`config.mk`:
```
export PLATFORM = sky130hd
export DESIGN_NAME = alu_arbiter_flat
export DESIGN_NICKNAME = d
export VERILOG_FILES = /design/src/rtl/alu_arbiter_pkg.sv /design/src/rtl/alu_arbiter_if.sv /design/src/rtl/alu_arbiter_alu.sv /design/src/rtl/alu_arbiter.sv /design/src/flat_wrapper.sv
export SDC_FILE = /design/constraint.sdc
export NUM_CORES = 1
export LEC_CHECK = 0
export CAP_MARGIN = 20
export CORE_MARGIN = 1.5
export CORE_UTILIZATION = 35
export DETAILED_ROUTE_END_ITERATION = 16
export PLACE_DENSITY = 0.62
export SYNTH_ARGS = -nofsm -noshare
export SYNTH_HDL_FRONTEND = slang
export SYNTH_SLANG_ARGS = --single-unit
```
`constraint.sdc`:
```
create_clock -name clk -period 4.1 [get_ports clk]
set_clock_uncertainty 0.15 [all_clocks]
set_input_delay 0.82 -clock clk [delete_from_list [all_inputs] [get_ports clk]]
set_output_delay 0.82 -clock clk [all_outputs]
set_load 0.005 [all_outputs]
```
`src/rtl/alu_arbiter_pkg.sv`:
```
// alu_arbiter_pkg
// Shared definitions for the ALU arbiter slice. It holds the ALU function
// codes, the arbiter FSM states, the condition-code reset values and a small
// helper that masks the overflow flag for logical operations.
package alu_arbiter_pkg;

  // ALU function codes as they arrive on the request ports.
  // SUB computes B-A, which is the operand order of Y86 subq.
  typedef enum logic [1:0] {
    ALU_ADD = 2'b00,
    ALU_SUB = 2'b01,
    ALU_AND = 2'b10,
    ALU_XOR = 2'b11
  } aluFun_t;

  // Arbiter FSM states. Only one transaction is in flight at a time.
  typedef enum logic [1:0] {
    ARB_IDLE = 2'b00,
    ARB_EXEC = 2'b01,
    ARB_RESP = 2'b10
  } arbState_t;

  // Condition codes after reset: the register reads as "last result was zero".
  localparam logic CC_ZF_RST = 1'b1;
  localparam logic CC_SF_RST = 1'b0;
  localparam logic CC_OF_RST = 1'b0;

  // Overflow only has a meaning for add/sub. For and/xor it is reported as 0.
  function automatic logic ofMask(input aluFun_t fun, input logic of);
    return ((fun == ALU_ADD) || (fun == ALU_SUB)) ? of : 1'b0;
  endfunction

endpackage

```
`src/rtl/alu_arbiter_if.sv`:
```
// alu_arbiter_if
// Bundles the request/response handshakes of both requester ports and the
// condition-code outputs of the ALU arbiter.
//   req0_*/req1_*  : request valid/ready, function code, operands
//                    (set_cc exists only on port 0)
//   rsp0_*/rsp1_*  : response valid/ready for each port
//   rsp_data/rsp_of: registered result and overflow, shared by both ports
//   cc_zf/sf/of    : condition-code register
// The master modport is the requester side. The slave modport is the arbiter.
interface alu_arbiter_if #(
  parameter int W = 64
);
  logic         req0_valid;
  logic         req0_ready;
  logic [1:0]   req0_fun;
  logic [W-1:0] req0_a;
  logic [W-1:0] req0_b;
  logic         req0_set_cc;

  logic         req1_valid;
  logic         req1_ready;
  logic [1:0]   req1_fun;
  logic [W-1:0] req1_a;
  logic [W-1:0] req1_b;

  logic         rsp0_valid;
  logic         rsp0_ready;
  logic         rsp1_valid;
  logic         rsp1_ready;
  logic [W-1:0] rsp_data;
  logic         rsp_of;

  logic         cc_zf;
  logic         cc_sf;
  logic         cc_of;

  modport master (
    output req0_valid, req0_fun, req0_a, req0_b, req0_set_cc,
    output req1_valid, req1_fun, req1_a, req1_b,
    output rsp0_ready, rsp1_ready,
    input  req0_ready, req1_ready,
    input  rsp0_valid, rsp1_valid, rsp_data, rsp_of,
    input  cc_zf, cc_sf, cc_of
  );

  modport slave (
    input  req0_valid, req0_fun, req0_a, req0_b, req0_set_cc,
    input  req1_valid, req1_fun, req1_a, req1_b,
    input  rsp0_ready, rsp1_ready,
    output req0_ready, req1_ready,
    output rsp0_valid, rsp1_valid, rsp_data, rsp_of,
    output cc_zf, cc_sf, cc_of
  );
endinterface

```
`src/rtl/alu_arbiter_alu.sv`:
```
// alu_arbiter_alu
// Purely combinational W-bit ALU. This is the single shared ALU.
//   fun_i    : function code (add, B-A, and, xor)
//   a_i, b_i : operands
//   result_o : result, wrapping modulo 2^W
//   of_o     : signed overflow for add/sub, 0 for logical operations
module alu_arbiter_alu
  import alu_arbiter_pkg::*;
#(
  parameter int W = 64
) (
  input  aluFun_t      fun_i,
  input  logic [W-1:0] a_i,
  input  logic [W-1:0] b_i,
  output logic [W-1:0] result_o,
  output logic         of_o
);

  // Overflow detection for signed arithmetic.
  // Add overflows when both operands share a sign and the result does not.
  // B-A overflows when the operand signs differ and the result sign differs
  // from B.
  always_comb begin
    result_o = '0;
    of_o     = 1'b0;
    case (fun_i)
      ALU_ADD: begin
        result_o = a_i + b_i;
        of_o     = (a_i[W-1] == b_i[W-1]) && (result_o[W-1] != a_i[W-1]);
      end
      ALU_SUB: begin
        result_o = b_i - a_i;
        of_o     = (a_i[W-1] != b_i[W-1]) && (result_o[W-1] != b_i[W-1]);
      end
      ALU_AND: result_o = a_i & b_i;
      ALU_XOR: result_o = a_i ^ b_i;
      default: result_o = '0;
    endcase
  end

endmodule

```
`src/rtl/alu_arbiter.sv`:
```
// alu_arbiter
// Shares one ALU between the execute stage (port 0) and the address/auxiliary
// path (port 1). Requests are granted round-robin, one transaction is in
// flight at a time, and results come back through a registered response.
// The block also owns the Y86 condition codes, which only port 0 can update.
//   clk   : rising-edge clock
//   rst_n : synchronous active-low reset
//   bus   : slave side of alu_arbiter_if (request/response handshakes, CC)
module alu_arbiter
  import alu_arbiter_pkg::*;
#(
  parameter int W = 64
) (
  input logic          clk,
  input logic          rst_n,
  alu_arbiter_if.slave bus
);

  arbState_t    state_q, state_d;
  logic         prio_q;
  logic         id_q;
  logic         setCc_q;
  aluFun_t      fun_q;
  logic [W-1:0] a_q, b_q;
  logic [W-1:0] rspData_q;
  logic         rspOf_q;
  logic         ccZf_q, ccSf_q, ccOf_q;

  logic         grant0, grant1, accept;
  logic [W-1:0] aluResult;
  logic         aluOf, ofMasked;

  // Round-robin choice among the valid requests: a lone requester always
  // wins, and on contention the favoured port (prio_q) wins. This depends
  // only on the valids, never on the request payload.
  assign grant0 = bus.req0_valid & (~bus.req1_valid | ~prio_q);
  assign grant1 = bus.req1_valid & (~bus.req0_valid |  prio_q);
  assign accept = (state_q == ARB_IDLE) & (grant0 | grant1);

  alu_arbiter_alu #(.W(W)) u_alu (
    .fun_i    (fun_q),
    .a_i      (a_q),
    .b_i      (b_q),
    .result_o (aluResult),
    .of_o     (aluOf)
  );

  assign ofMasked = ofMask(fun_q, aluOf);

  // FSM state register.
  always_ff @(posedge clk) begin
    if (!rst_n) state_q <= ARB_IDLE;
    else        state_q <= state_d;
  end

  // Next state and handshake outputs. Readies are offered only in IDLE and
  // only to the round-robin winner. In RESP, only the owning port sees valid.
  always_comb begin
    state_d        = state_q;
    bus.req0_ready = 1'b0;
    bus.req1_ready = 1'b0;
    bus.rsp0_valid = 1'b0;
    bus.rsp1_valid = 1'b0;
    case (state_q)
      ARB_IDLE: begin
        bus.req0_ready = grant0;
        bus.req1_ready = grant1;
        if (grant0 | grant1) state_d = ARB_EXEC;
      end
      ARB_EXEC: state_d = ARB_RESP;
      ARB_RESP: begin
        bus.rsp0_valid = ~id_q;
        bus.rsp1_valid =  id_q;
        if ((~id_q & bus.rsp0_ready) | (id_q & bus.rsp1_ready)) state_d = ARB_IDLE;
      end
      default: state_d = ARB_IDLE;
    endcase
  end

  // Request capture on the IDLE handshake. Port 1 can never ask for a CC
  // update, so its set_cc is forced low. prio moves to the port that was
  // not just served.
  always_ff @(posedge clk) begin
    if (!rst_n) begin
      prio_q  <= 1'b0;
      id_q    <= 1'b0;
      setCc_q <= 1'b0;
      fun_q   <= ALU_ADD;
      a_q     <= '0;
      b_q     <= '0;
    end else if (accept) begin
      id_q    <= grant1;
      prio_q  <= grant0;
      setCc_q <= grant0 & bus.req0_set_cc;
      fun_q   <= grant0 ? aluFun_t'(bus.req0_fun) : aluFun_t'(bus.req1_fun);
      a_q     <= grant0 ? bus.req0_a : bus.req1_a;
      b_q     <= grant0 ? bus.req0_b : bus.req1_b;
    end
  end

  // Response register. It is loaded once in EXEC and then held through RESP
  // and beyond, so the result stays stable while the requester stalls.
  always_ff @(posedge clk) begin
    if (!rst_n) begin
      rspData_q <= '0;
      rspOf_q   <= 1'b0;
    end else if (state_q == ARB_EXEC) begin
      rspData_q <= aluResult;
      rspOf_q   <= ofMasked;
    end
  end

  // Condition-code register. It updates on the same edge as the response
  // register, so new flags appear together with rsp_valid.
  always_ff @(posedge clk) begin
    if (!rst_n) begin
      ccZf_q <= CC_ZF_RST;
      ccSf_q <= CC_SF_RST;
      ccOf_q <= CC_OF_RST;
    end else if ((state_q == ARB_EXEC) && setCc_q) begin
      ccZf_q <= (aluResult == '0);
      ccSf_q <= aluResult[W-1];
      ccOf_q <= ofMasked;
    end
  end

  assign bus.rsp_data = rspData_q;
  assign bus.rsp_of   = rspOf_q;
  assign bus.cc_zf    = ccZf_q;
  assign bus.cc_sf    = ccSf_q;
  assign bus.cc_of    = ccOf_q;

endmodule

```
`src/flat_wrapper.sv`:
```
// flat-port wrapper written by rule: the top's interface ports become plain ports
module alu_arbiter_flat import alu_arbiter_pkg::*;
#(
  parameter int W = 64
)
  (clk, rst_n, bus_req0_valid, bus_req0_fun, bus_req0_a, bus_req0_b, bus_req0_set_cc, bus_req1_valid, bus_req1_fun, bus_req1_a, bus_req1_b, bus_rsp0_ready, bus_rsp1_ready, bus_req0_ready, bus_req1_ready, bus_rsp0_valid, bus_rsp1_valid, bus_rsp_data, bus_rsp_of, bus_cc_zf, bus_cc_sf, bus_cc_of);
  alu_arbiter_if #(.W(W)) bus_i ();
  input logic clk;
  input logic rst_n;
  input wire logic [$bits(bus_i.req0_valid)-1:0] bus_req0_valid;
  input wire logic [$bits(bus_i.req0_fun)-1:0] bus_req0_fun;
  input wire logic [$bits(bus_i.req0_a)-1:0] bus_req0_a;
  input wire logic [$bits(bus_i.req0_b)-1:0] bus_req0_b;
  input wire logic [$bits(bus_i.req0_set_cc)-1:0] bus_req0_set_cc;
  input wire logic [$bits(bus_i.req1_valid)-1:0] bus_req1_valid;
  input wire logic [$bits(bus_i.req1_fun)-1:0] bus_req1_fun;
  input wire logic [$bits(bus_i.req1_a)-1:0] bus_req1_a;
  input wire logic [$bits(bus_i.req1_b)-1:0] bus_req1_b;
  input wire logic [$bits(bus_i.rsp0_ready)-1:0] bus_rsp0_ready;
  input wire logic [$bits(bus_i.rsp1_ready)-1:0] bus_rsp1_ready;
  output wire logic [$bits(bus_i.req0_ready)-1:0] bus_req0_ready;
  output wire logic [$bits(bus_i.req1_ready)-1:0] bus_req1_ready;
  output wire logic [$bits(bus_i.rsp0_valid)-1:0] bus_rsp0_valid;
  output wire logic [$bits(bus_i.rsp1_valid)-1:0] bus_rsp1_valid;
  output wire logic [$bits(bus_i.rsp_data)-1:0] bus_rsp_data;
  output wire logic [$bits(bus_i.rsp_of)-1:0] bus_rsp_of;
  output wire logic [$bits(bus_i.cc_zf)-1:0] bus_cc_zf;
  output wire logic [$bits(bus_i.cc_sf)-1:0] bus_cc_sf;
  output wire logic [$bits(bus_i.cc_of)-1:0] bus_cc_of;
  assign bus_i.req0_valid = bus_req0_valid;
  assign bus_i.req0_fun = bus_req0_fun;
  assign bus_i.req0_a = bus_req0_a;
  assign bus_i.req0_b = bus_req0_b;
  assign bus_i.req0_set_cc = bus_req0_set_cc;
  assign bus_i.req1_valid = bus_req1_valid;
  assign bus_i.req1_fun = bus_req1_fun;
  assign bus_i.req1_a = bus_req1_a;
  assign bus_i.req1_b = bus_req1_b;
  assign bus_i.rsp0_ready = bus_rsp0_ready;
  assign bus_i.rsp1_ready = bus_rsp1_ready;
  assign bus_req0_ready = bus_i.req0_ready;
  assign bus_req1_ready = bus_i.req1_ready;
  assign bus_rsp0_valid = bus_i.rsp0_valid;
  assign bus_rsp1_valid = bus_i.rsp1_valid;
  assign bus_rsp_data = bus_i.rsp_data;
  assign bus_rsp_of = bus_i.rsp_of;
  assign bus_cc_zf = bus_i.cc_zf;
  assign bus_cc_sf = bus_i.cc_sf;
  assign bus_cc_of = bus_i.cc_of;
  alu_arbiter #(.W(W)) u_core (.clk(clk), .rst_n(rst_n), .bus(bus_i));
endmodule
```
======== After elaboration in Yosys (flattened, before gate mapping) ========
Cells that the tools add are included.
storage, ports and cells
  input bits .............................. 267
  bits in writable memories ............... 0
  output and inout bits ................... 72
  bits in registers ....................... 203
  logic and storage cells ................. 62
  memory bits (read-only) ................. 0
  bits in latches ......................... 0
  memories kept ........................... 0
operators by class
  $mul .................................... 0
  muxes and demuxes ....................... 13
  equal/unequal tests ..................... 11
  reduce and logical (&&, ||, !) cells .... 8
  shift-type cells ........................ 0
  divide/modulo/power cells ............... 0
  $lt $le $gt $ge ......................... 0
  add/sub/neg operators ................... 2
  bitwise gates (word level) .............. 16
operators with widths
  kind                count
  $pmux 64 s4         1
  $mux 64             2
  $add 64x64->64      1
  $and 64x64->64      1
  $logic_not 64->1    1
  $sub 64x64->64      1
  $xor 64x64->64      1
  $and 1x1->1         6
  $eq 2x2->1 const B  3
  $mux 2              3
  $pmux 2 s3          1
  $mux 1              5
  $eq 2x1->1 const B  2
  $logic_not 2->1     2
  $not 1->1           4
  $or 1x1->1          4
  $logic_and 1x1->1   3
  $ne 1x1->1          3
  $ne 2x1->1 const B  1
  $ne 2x2->1 const B  1
  $pmux 1 s2          1
  $reduce_and 2->1    1
  $eq 1x1->1          1
  $logic_or 1x1->1    1

======== Longest topological paths before layout ========
  word-level depth ........................ 6
  gate-level depth with buffers ........... 17
  mapped depth without buffers ............ 16

======== Cells and area by module ========
From an unflattened synthesis, not the netlist that was laid out.
unflattened totals
  cell total of the unflattened synthesis .. 2510
  area, all modules ....................... 18784.3 µm²
modules (own cells, without submodules)
  module           seq. area each (µm²)  cells an instance  area each (µm²)  instances
  alu_arbiter_alu  0.0                   1586               9834.4           1
  alu_arbiter      4063.9                924                8949.8           1

======== Worst setup path before layout ========
No wires, ideal clock.
  path type ............................... reg2reg
  start point ............................. reg u_core.a_q[1]
  end point ............................... reg u_core.rspOf_q, in the netlist u_core.bus.rsp_of
  path slack .............................. 0.534 ns
  library setup time ...................... 0.074 ns
  cell stages (with the launch flop) ...... 16
  data required time ...................... 3.876 ns
  clock period less this slack ............ 3.566 ns
  data arrival time ....................... 3.342 ns
  buffers on the path ..................... 0
  path through ............................ dfxtp_1 > inv_1 > ha_1 > nand2b_1 > a2111o_1 > a211oi_2 > o211a_1 > or2_4 > a311o_2 > o21ai_4 > o41ai_2 > a21oi_1 > o21bai_1 > mux2i_1 > o211ai_1 > o21ai_0
between the ends
  word-level cells in the longest chain between the ends .. 5
  elaborated cells between the ends (all ways) .. 8
  classes of those cells .................. add/sub: 2; eq/ne: 2; mux: 2; reduce/logical: 2
ends and longest elaborated chain
  what                                              line                                          text
  from (decl)                                       alu_arbiter.sv:24                             logic [W-1:0] a_q, b_q;
  from (signal assigned)                            alu_arbiter.sv:96                             a_q <= grant0 ? bus.req0_a : bus.req1_a;
  $sub 64x64->64 or $add 64x64->64 (tied branches)  alu_arbiter_alu.sv:32, alu_arbiter_alu.sv:28
  $ne 1x1->1 (on tied branches)                     alu_arbiter_alu.sv:33, alu_arbiter_alu.sv:29
  $logic_and 1x1->1 (on tied branches)              alu_arbiter_alu.sv:33, alu_arbiter_alu.sv:29
  $pmux 1 s2 *                                      alu_arbiter_alu.sv:26                         case (fun_i)
  $mux 1 *                                          alu_arbiter_pkg.sv:30                         return ((fun == ALU_ADD) || (fun == ALU_SUB)) ? of : 1'b0;
  to (signal assigned)                              alu_arbiter.sv:109                            rspOf_q <= ofMasked;
  to (decl)                                         alu_arbiter.sv:26                             logic rspOf_q;
Mark *: on every way between the ends. The rest lies on a longest branch, timed or not.
A chain may end at the register's enable or synchronous reset.

======== Final worst setup path ========
  start point ............................. reg u_core.a_q[16]
  end point ............................... reg u_core.ccZf_q, in the netlist u_core.bus.cc_zf
between the ends
  word-level cells in the longest chain between the ends .. 3
  elaborated cells between the ends (all ways) .. 6
  classes of those cells .................. add/sub: 2; mux: 1; bitwise: 2; reduce/logical: 1
ends and longest elaborated chain
  what                                          line                   text
  $sub 64x64->64, or another cell as far along  alu_arbiter_alu.sv:32  result_o = b_i - a_i;
  $pmux 64 s4 *                                 alu_arbiter_alu.sv:26
  $logic_not 64->1 *                            alu_arbiter.sv:121     ccZf_q <= (aluResult == '0);
  to (signal assigned)                          alu_arbiter.sv:121
  to (decl)                                     alu_arbiter.sv:27      logic ccZf_q, ccSf_q, ccOf_q;
Marks and branches as above.

==> impl_metrics.yaml <==
critical_path:
  cp_max_fo: 17
  crit_arrival_ns: 4.44
  cp-end-kind: "register"
  worst-setup-path-type: "reg -> reg"
  start_kind: "register"
  required_ns: 4.44
  reg2regPathDepth: 18
timing:
  rsz0062_at_grt: "true"
  fmax_mhz: 244
  final-setup-viol-count: 1
  tightest_slew_ns: 0.966
  max_slew_margin_pct: 35.0
  period_share_pct: 100
  setup_tns_ns: -0.00377
  setup_slack_ns: -0.00377
  maxSlewViolCount: 0
  period_minus_slack_ns: 4.10
  final_hold_viol_count: 0
finish:
  finish.utilization_pct: 52.4
  drive_gt1_share_pct: 22.5
  regArea_um2: 4080
  fin_nets: 3749
  antennaDiodeCount: 0
  fin_cells: 4117
  multi_input_area_um2: 14900
  fill_cells: 5424
  stdcell_area_um2: 29000
  mostFrequentLayoutCell: "buf_4"
  area_growth_pct: 47.3
  final_cell_mix: "buf_4, nand2_1, clkdlybuf4s50_1"
power:
  switching_share_pct: 42.0
  worst_ir_drop_vdd_uv: 286
  clock_power_share_pct: 19.8
  p_int_uw: 6840
  pwr-share-comb_pct: 60.0
  power_switching_uw: 4950
  p_leak_uw: 0.0137
  power.share.sequential_pct: 20.3
  power_density_nw_per_um2: 407
global_routing:
  grt_pass1_wl_um: 131000
  grt_most_used_layer: "met2"
  grtUsageMet3_pct: 2.92
  grt_util_met2_pct: 50.5
  grt_max_degree: 114
  grt_use_total_pct: 29.0
  grt_overflow_total: 0
  grt_pass1_vias: 22800
  antenna_found_initial: 0
  gr-usage-met1_pct: 37.2
detailed_routing:
  drtAntennaViolNets: 0
  wl_per_cell_um: 21.0
  drtIter0Drc: 1662
  route.vias.total: 23200
  wirelength_um: 86300
  drc: 0
  drtPass1Iterations: 7
  drt-vias-per-instance: 5.64
clock_tree:
  numCtsBuffers: 25
  cts_tree: "done"
  clockBufferDepth: 3
  clkLatencyLatePin_ns: 0.56
  numClockSinks: 203
  cts_htree_levels: 1
  clk_pin_slew_ns: 0.07
  root_buffer: "clkbuf_16"
  hold_buffers: 0
floorplanning:
  coreArea_um2: 55300
  fp.dieArea_um2: 57700
  initial_core_util_pct: 35.6
  rows: 86
  die_y_um: 240
  fp.dieW_um: 240
  io_pins: 339
placement:
  preCtsSetupSlack_ns: -0.456
  port_buffers: 338
  dp.cells: 4054
  placed_area_um2: 27300
  routabilityCongestion: 0.993
  place_hpwl_um: 68200
logic_synthesis:
  synthArstFlopShare_pct: 0
  syn_area_um2: 19700
  synth_cells: 2632
  syn_area_per_cell_um2: 7.48
  seq_area_frac_synth_pct: 20.7
  synth_edf_count: 0
  synth_ff_type: "dfxtp_1"
  syn-num-nets: 3029
  synth_seq_cells: 203
  ys_warn_count: 0
  ys_types: 106
run_status:
  violations: "setup timing"
  status: "complete, but fails checks"
worst_hold_path:
  hp-class: "reg -> reg"
  holdPathStages: 2
job:
  max_cap_viol_count: 0
## cell type report
cell class / instances / area share, %
tap: 748 / 3.23
timing repair buffer: 883 / 26.2
clock buffer: 35 / 2.53
inverter: 145 / 1.89
multi-input combinational: 2094 / 51.6
sequential: 203 / 14.1
clock inverter: 9 / 0.449
## stage by stage
step	power (uW)	hold WS [ns]
after floorplan	5830	0.310
after global placement	9030	0.306
after detailed placement	9060	0.311
after CTS	11600	0.319
after global routing	12500	0.331
final	11800	0.316
## cells by family after synthesis
logic type,share of synthesized area (%)
xor+xnor,1.78
mux,9.78
fa+ha+maj,8.34
buf+inv,6.67
compound gates,31.3
flops,20.7
simple gates,21.4
## worst paths after layout
check | from | to | slack [ns]
min | u_core.bus.rsp_data[4]$_SDFFE_PN0N_ | u_core.bus.rsp_data[4]$_SDFFE_PN0N_ | 0.32
max reg2reg | u_core.a_q[16]$_SDFFE_PN0P_ | u_core.bus.cc_zf$_SDFFE_PN1P_ | -0.004
max | u_core.a_q[16]$_SDFFE_PN0P_ | u_core.bus.cc_zf$_SDFFE_PN1P_ | -0.004
min reg2reg | u_core.bus.rsp_data[4]$_SDFFE_PN0N_ | u_core.bus.rsp_data[4]$_SDFFE_PN0N_ | 0.32
## critical path, cell delays in order (launching register included)
cell and delay [ns]:
dfxtp_1 0.32, inv_1 0.04, ha_1 0.31, buf_4 0.25, nor2b_1 0.08, o211ai_1 0.23, a21oi_1 0.14, o31ai_1 0.41
buf_4 0.20, nand3_2 0.12, buf_4 0.18, a31oi_1 0.29, xnor2_1 0.19, a211oi_2 0.18, nor4_2 0.19, nand4_1 0.23
nor4_2 0.30, nand4_1 0.12, nand3_1 0.10
## routing by layer
metal	share of wire (%)	routed length (um)
met1	43	37100
met2	47	40800
met5	0	0
met3	5.7	4950
met4	4.0	3440
## Yosys cell counts (7+ instances only)
library cell	n	area, um^2
nand2_1	354	1330
o2111ai_1	10	87.6
nand2b_1	14	87.6
and2_1	26	163
o211a_1	146	1460
and3_1	10	62.6
buf_1	30	113
o21ai_0	147	736
a21o_1	21	158
nand4_1	33	206
a21boi_0	35	263
o31ai_1	37	278
a221oi_1	13	114
xnor2_1	37	324
nor3b_1	13	97.6
or3_1	15	93.8
o21bai_1	21	158
nor4_1	35	219
o211ai_1	25	188
buf_2	29	145
a21oi_1	175	876
o22ai_1	13	81.3
o311ai_0	8	70.1
nor2b_1	29	181
inv_1	140	526
nor2_1	197	739
o21a_1	17	128
ha_1	128	1600
mux2i_1	175	1750
nand3_1	65	325
a22oi_1	9	67.6
and4_1	13	114
o31a_1	7	61.3
mux2_2	12	135
a211oi_1	28	210
a31oi_1	22	138
dfxtp_1	203	4060
or2_2	11	68.8
a311oi_1	7	61.3
o221ai_1	11	96.3
nor3_1	41	205
clkbuf_1	128	480
## sequential cells by signal (all words and copies together), names as in the netlist
signal and flops:
u_core.bus.cc_of 1, u_core.bus.cc_zf 1, u_core.bus.rsp_of 1, u_core.bus.rsp_data 64, u_core.prio_q 1, u_core.state_q 2
u_core.bus.cc_sf 1, u_core.b_q 64, u_core.fun_q 2, u_core.a_q 64, u_core.setCc_q 1, u_core.id_q 1
## power by group through the flow
stage	Combinational [uW]	Sequential [uW]	Clock (uW)
floorplan	3430	2400	0
global placement	6610	2410	0
detailed placement	6640	2420	0
CTS	6800	2380	2390
global route	7570	2420	2470
finish	7070	2390	2330
## repair_timing
item                       in CTS  in global routing
pin swaps                      26                 43
gates resized for setup        47                 92
setup endpoints to repair      16                 15
setup buffers                   6                 13
Power figures use the tool's default switching activity.
==> patch 1, RTL diff (config.mk and constraints unchanged) <==
`W` is set to 64 in 4 places; all go to 32.
--- a/src/rtl/alu_arbiter_if.sv
+++ b/src/rtl/alu_arbiter_if.sv
@@ -8,7 +8,7 @@
 //   cc_zf/sf/of    : condition-code register
 // The master modport is the requester side. The slave modport is the arbiter.
 interface alu_arbiter_if #(
-  parameter int W = 64
+  parameter int W = 32
 );
   logic         req0_valid;
   logic         req0_ready;
--- a/src/rtl/alu_arbiter_alu.sv
+++ b/src/rtl/alu_arbiter_alu.sv
@@ -7,7 +7,7 @@
 module alu_arbiter_alu
   import alu_arbiter_pkg::*;
 #(
-  parameter int W = 64
+  parameter int W = 32
 ) (
   input  aluFun_t      fun_i,
   input  logic [W-1:0] a_i,
--- a/src/rtl/alu_arbiter.sv
+++ b/src/rtl/alu_arbiter.sv
@@ -9,7 +9,7 @@
 module alu_arbiter
   import alu_arbiter_pkg::*;
 #(
-  parameter int W = 64
+  parameter int W = 32
 ) (
   input logic          clk,
   input logic          rst_n,
--- a/src/flat_wrapper.sv
+++ b/src/flat_wrapper.sv
@@ -1,7 +1,7 @@
 // flat-port wrapper written by rule: the top's interface ports become plain ports
 module alu_arbiter_flat import alu_arbiter_pkg::*;
 #(
-  parameter int W = 64
+  parameter int W = 32
 )
   (clk, rst_n, bus_req0_valid, bus_req0_fun, bus_req0_a, bus_req0_b, bus_req0_set_cc, bus_req1_valid, bus_req1_fun, bus_req1_a, bus_req1_b, bus_rsp0_ready, bus_rsp1_ready, bus_req0_ready, bus_req1_ready, bus_rsp0_valid, bus_rsp1_valid, bus_rsp_data, bus_rsp_of, bus_cc_zf, bus_cc_sf, bus_cc_of);
   alu_arbiter_if #(.W(W)) bus_i ();
Interface: changed (5 resized); port bits go from 339 to 179. No check against the original RTL was run, so the function may have changed too.
==> patch 1 against the unedited design <==
- sequential cell count shrank 96
- worst hold slack got worse by 0.0087 ns
- via count decreased by 58%
- non-clock buffer count down 642
- setup slack better by 0.17 ns
- critical path depth decreased by 4
- synthesized area decreased by 52%
- wire length fell by 65%
- final area decreased by 58%
- power is 59% lower
- highest routed layer unchanged
==> patch 1: results (changes against the unedited design) <==
Dpl hpwl: 23.29 mm (-66%)
Outcome: complete, no violations
Synth unique cells: 96 (-9.4%)
Fillers: 2707 (-50%)
Area of the multi-input gates: 0.006719 mm² (-55%)
Slowest CP cell: or4_4
Signal buf overhead: 18.83% (-7.4 points)
M1 WL: 15.10 mm (-59%)
Crit path DAT: 4.10 ns (-0.34 ns)
Commonest cells in the synthesized netlist: nor2_1 (174), dfxtp_1 (107), nand2_1 (98), mux2i_1 (91), a21oi_1 (82)
Sequential-to-total area share from yosys stat: 22.69% (+2.0 points)
DR WL met3: 2.222 mm (-55%)
Pleak: 0.005022 µW (-63%)
Yosys reg bits: 107 (-47%)
Routed wire length: 30.47 mm (-65%)
#MultiIn Comb: 977 (-53%)
PortBufs: 178 (-47%)
Met1 GRT Util: 32.81% (-4.4 points)
Area post-placement: 0.01178 mm² (-57%)
CLK BUF: 10 (-71%)
Grt met3 use: 3.900% (+0.98 points)
Layout cells sized above 1: 9.130% (-13 points)
Max-slew headroom: 33.97% (-1.1 points)
Nets@finish: 1613 (-57%)
ClkCell Share: 2.683% (-0.30 points)
H-tree levels: 3 (+2)
Worst reg-to-reg setup slack: 0.16 ns (+0.17 ns)
Worst Path Max Fanout: 3 (-14)
Area growth, synth to finish: 28.94%
==> patch 1: cell count changes in the layout (fill, tap and decap cells not counted), sizes merged, moves of 29 or more <==
cell	unedited run	this run
dfxtp	203	107
inv	146	73
buf	546	63
mux2i	175	91
o31ai	37	8
o211a	146	1
o21ai	153	60
nand3	66	24
ha	128	64
a211oi	32	82
a21oi	175	84
clkdlybuf4s50	337	178
a21boi	38	7
nand2	354	98
==> patch 1: final timing paths <==
path,startpoint,to,depth (start not counted)
setup / recovery,u_core.b_q[0],u_core.bus.cc_zf,14
hold / removal,u_core.bus.rsp_data[4],u_core.bus.rsp_data[4],2
setup reg to reg,u_core.b_q[0],u_core.bus.cc_zf,14
hold reg to reg,u_core.bus.rsp_data[4],u_core.bus.rsp_data[4],2
==> patch 1: stage by stage <==
stage / total power, µW / worst slack, ns
2_1_floorplan: 2944 / 0.4743
3_3_place_gp: 3832 / 0.1747
3_5_place_dp: 3844 / 0.04517
4_1_cts: 4841 / 0.01046
5_1_grt: 5208 / -0.04663
6_report: 4873 / 0.1617
==> patch 1: logic make-up after synthesis <==
group	Yosys count	synth area share (%)
xor gates and xnor gates	22	2.041
buffers and inverters	159	6.734
DFF	107	22.69
muxes	99	10.72
and+or+nand+nor	417	20.81
AOI/OAI and AO/OA	373	28.09
adders and majority gates	66	8.908
==> patch 1: power groups by stage <==
stage          Sequential [µW]  Combinational (µW)  Clock, µW
2_1_floorplan             1260                1680          0
3_3_place_gp              1280                2550          0
3_5_place_dp              1290                2560          0
4_1_cts                   1270                2570       1010
5_1_grt                   1280                2870       1050
6_report                  1260                2620        986
==> patch 1: timing repair <==
action                                  CTS  global route
endpoints found under the setup margin    0             2
gates resized for setup                   0             6
hold buffers                              0             0
buffers inserted                          0             4
==> patch 2, RTL diff (same flow settings) <==
Without the edit above. The 3 states of `arbState_t` get a one-hot encoding in 3 bits.
--- a/src/rtl/alu_arbiter_pkg.sv
+++ b/src/rtl/alu_arbiter_pkg.sv
@@ -14,10 +14,10 @@
   } aluFun_t;
 
   // Arbiter FSM states. Only one transaction is in flight at a time.
-  typedef enum logic [1:0] {
-    ARB_IDLE = 2'b00,
-    ARB_EXEC = 2'b01,
-    ARB_RESP = 2'b10
+  typedef enum logic [2:0] {
+    ARB_IDLE = 3'b001,
+    ARB_EXEC = 3'b010,
+    ARB_RESP = 3'b100
   } arbState_t;
 
   // Condition codes after reset: the register reads as "last result was zero".
Formal check against the unedited RTL: no difference found for any inputs over 4 cycles, from zero or initial values and one cycle with rst_n low; so few cycles prove little.
==> patch 2 against the unedited design <==
- wire length is 6.8% lower
- the flow still finishes with violations (negative setup slack)
- first-iteration DRC count is 13% higher
- sequential cell count is 1 higher
- global-route usage is 0.67 points lower
- critical endpoint unchanged
- power is 10% higher
- setup slack worse by 0.43 ns
- synthesized area is 5.3% lower
- final area is 3.8% lower
- clock power is 3% lower
- highest routed layer unchanged
- fmax is 9.5% lower
- count of clock-buffer cells in the layout is 1 higher
==> patch 2: results (changes against the unedited design) <==
Peak supply drop: 0.0002895 V (+1.2%)
Largest net degree at the start of global routing: 131 (+15%)
Fillers: 5138 (-5.3%)
# resized after CTS: 44 (-6.4%)
WL met2: 36.68 mm (-10%)
PnR worst setup slack: -0.4353 ns (-0.4315 ns)
GP Congestion: 1.000 (+0.69%)
Violated checks: negative setup slack
Signal buf overhead: 27.60% (+1.4 points)
Outcome: complete, but fails checks
Seq pwr share: 18.6% (-1.7 points)
Placed cells: 3936 (-2.9%)
ClkCell Share: 2.933% (-0.047 points)
CLK BUF: 36 (+2.9%)
Tot GR Track Use: 28.30% (-0.67 points)
Post-CTS setup buffer count: 7 (+1)
Slowest CP cell: or4b_1
Slowest stage delay, CP: 0.57 ns (+0.16 ns)
Register area: 0.004099 mm² (+0.49%)
Sw Pwr: 5647 µW (+14%)
Commonest cells in the synthesized netlist: nor2_1 (369), a21oi_1 (216), nand2_1 (215), dfxtp_1 (204), a211oi_1 (166)
Net count after synthesis: 2964 (-2.1%)
CP startpoint: u_core.a_q[0]
Avg Cell Area, Syn: 7.259 µm² (-2.9%)
Non-CTS buffers: 890 (+0.79%)
M1 WL: 36.09 mm (-2.8%)
#MultiIn Comb: 2037 (-2.7%)
Routed wire length: 80.42 mm (-6.8%)
TritonCTS Buffers: 24 (-4.0%)
First-pass detailed-route iteration total: 6 (-1)
Setup WS pre-CTS: -0.7067 ns (-0.2506 ns)
Clock power share: 17.3% (-2.5 points)
Area contributors post-synth: dfxtp_1 (22%), mux2i_1 (8.9%), ha_1 (8.6%)
Initial antenna violation count: 2 (+2)
Vias in the first global route: 21470 (-5.9%)
Crit path DAT: 4.87 ns (+0.43 ns)
Area of the multi-input gates: 0.01388 mm² (-7.2%)
Family with the most delay on the worst path: simple AND/OR/NAND/NOR gates
DR iter-0 viols: 1880 (+13%)
Worst Path Max Fanout: 4 (-13)
Setup violations, final: 2 (+1)
Slew @ Worst Pin: 0.9715 ns (+0.005088 ns)
Met2 Resource Use GR: 46.71% (-3.7 points)
## patch 2: changes by cell type after synthesis, sizes merged, moves of 15 or more
cell	unedited run	this run
nand3	66	42
a21oi	175	217
nand2	354	215
and2	26	11
nor2	198	369
a211oi	32	166
a21boi	38	14
o211a	146	3
clkbuf	128	156
nand4	33	50
o21ai	153	135
buf	62	34
## patch 2: cells by family after synthesis
logic type,Yosys count,share of synthesized area (%)
and+or+nand+nor,871,21.37
DFF,204,21.92
xor gates and xnor gates,47,2.209
AOI/OAI and AO/OA,813,29.35
buffers and inverters,326,6.762
muxes,176,9.588
adders and majority gates,130,8.810
## patch 2: worst min-delay path by stage
stage	start	end	slack, ns	depth (start not counted)
floorplan	u_core.prio_q	u_core.prio_q	0.29	2
global placement	u_core.bus.rsp_data[30]	u_core.bus.rsp_data[30]	0.30	2
detailed placement	u_core.bus.rsp_data[13]	u_core.bus.rsp_data[13]	0.30	2
CTS	u_core.bus.rsp_data[18]	u_core.bus.rsp_data[18]	0.31	2
global route	u_core.bus.rsp_data[36]	u_core.bus.rsp_data[36]	0.33	2
finish	u_core.bus.rsp_data[18]	u_core.bus.rsp_data[18]	0.31	2
## patch 2: worst reg2reg max path, cell delays in order (launching register included)
cell     delay, ns
dfxtp_2       0.34
ha_2          0.19
inv_1         0.06
fa_2          0.35
o21ba_1       0.20
o311a_4       0.34
or4_1         0.49
nand3_2       0.10
xnor2_1       0.07
a21oi_2       0.15
nand4_1       0.17
nor4b_2       0.39
nand4_1       0.19
or4b_1        0.57
nor4_2        0.31
buf_4         0.17
nand4_1       0.11
o21ai_1       0.13
## patch 2: stage by stage
step | cell area [µm²] | setup TNS (ns)
floorplan | 18630 | 0
global placement | 26290 | -2.990
detailed placement | 26290 | -3.745
CTS | 27350 | -0.3788
global route | 27860 | -1.165
finish | 27860 | -0.4705
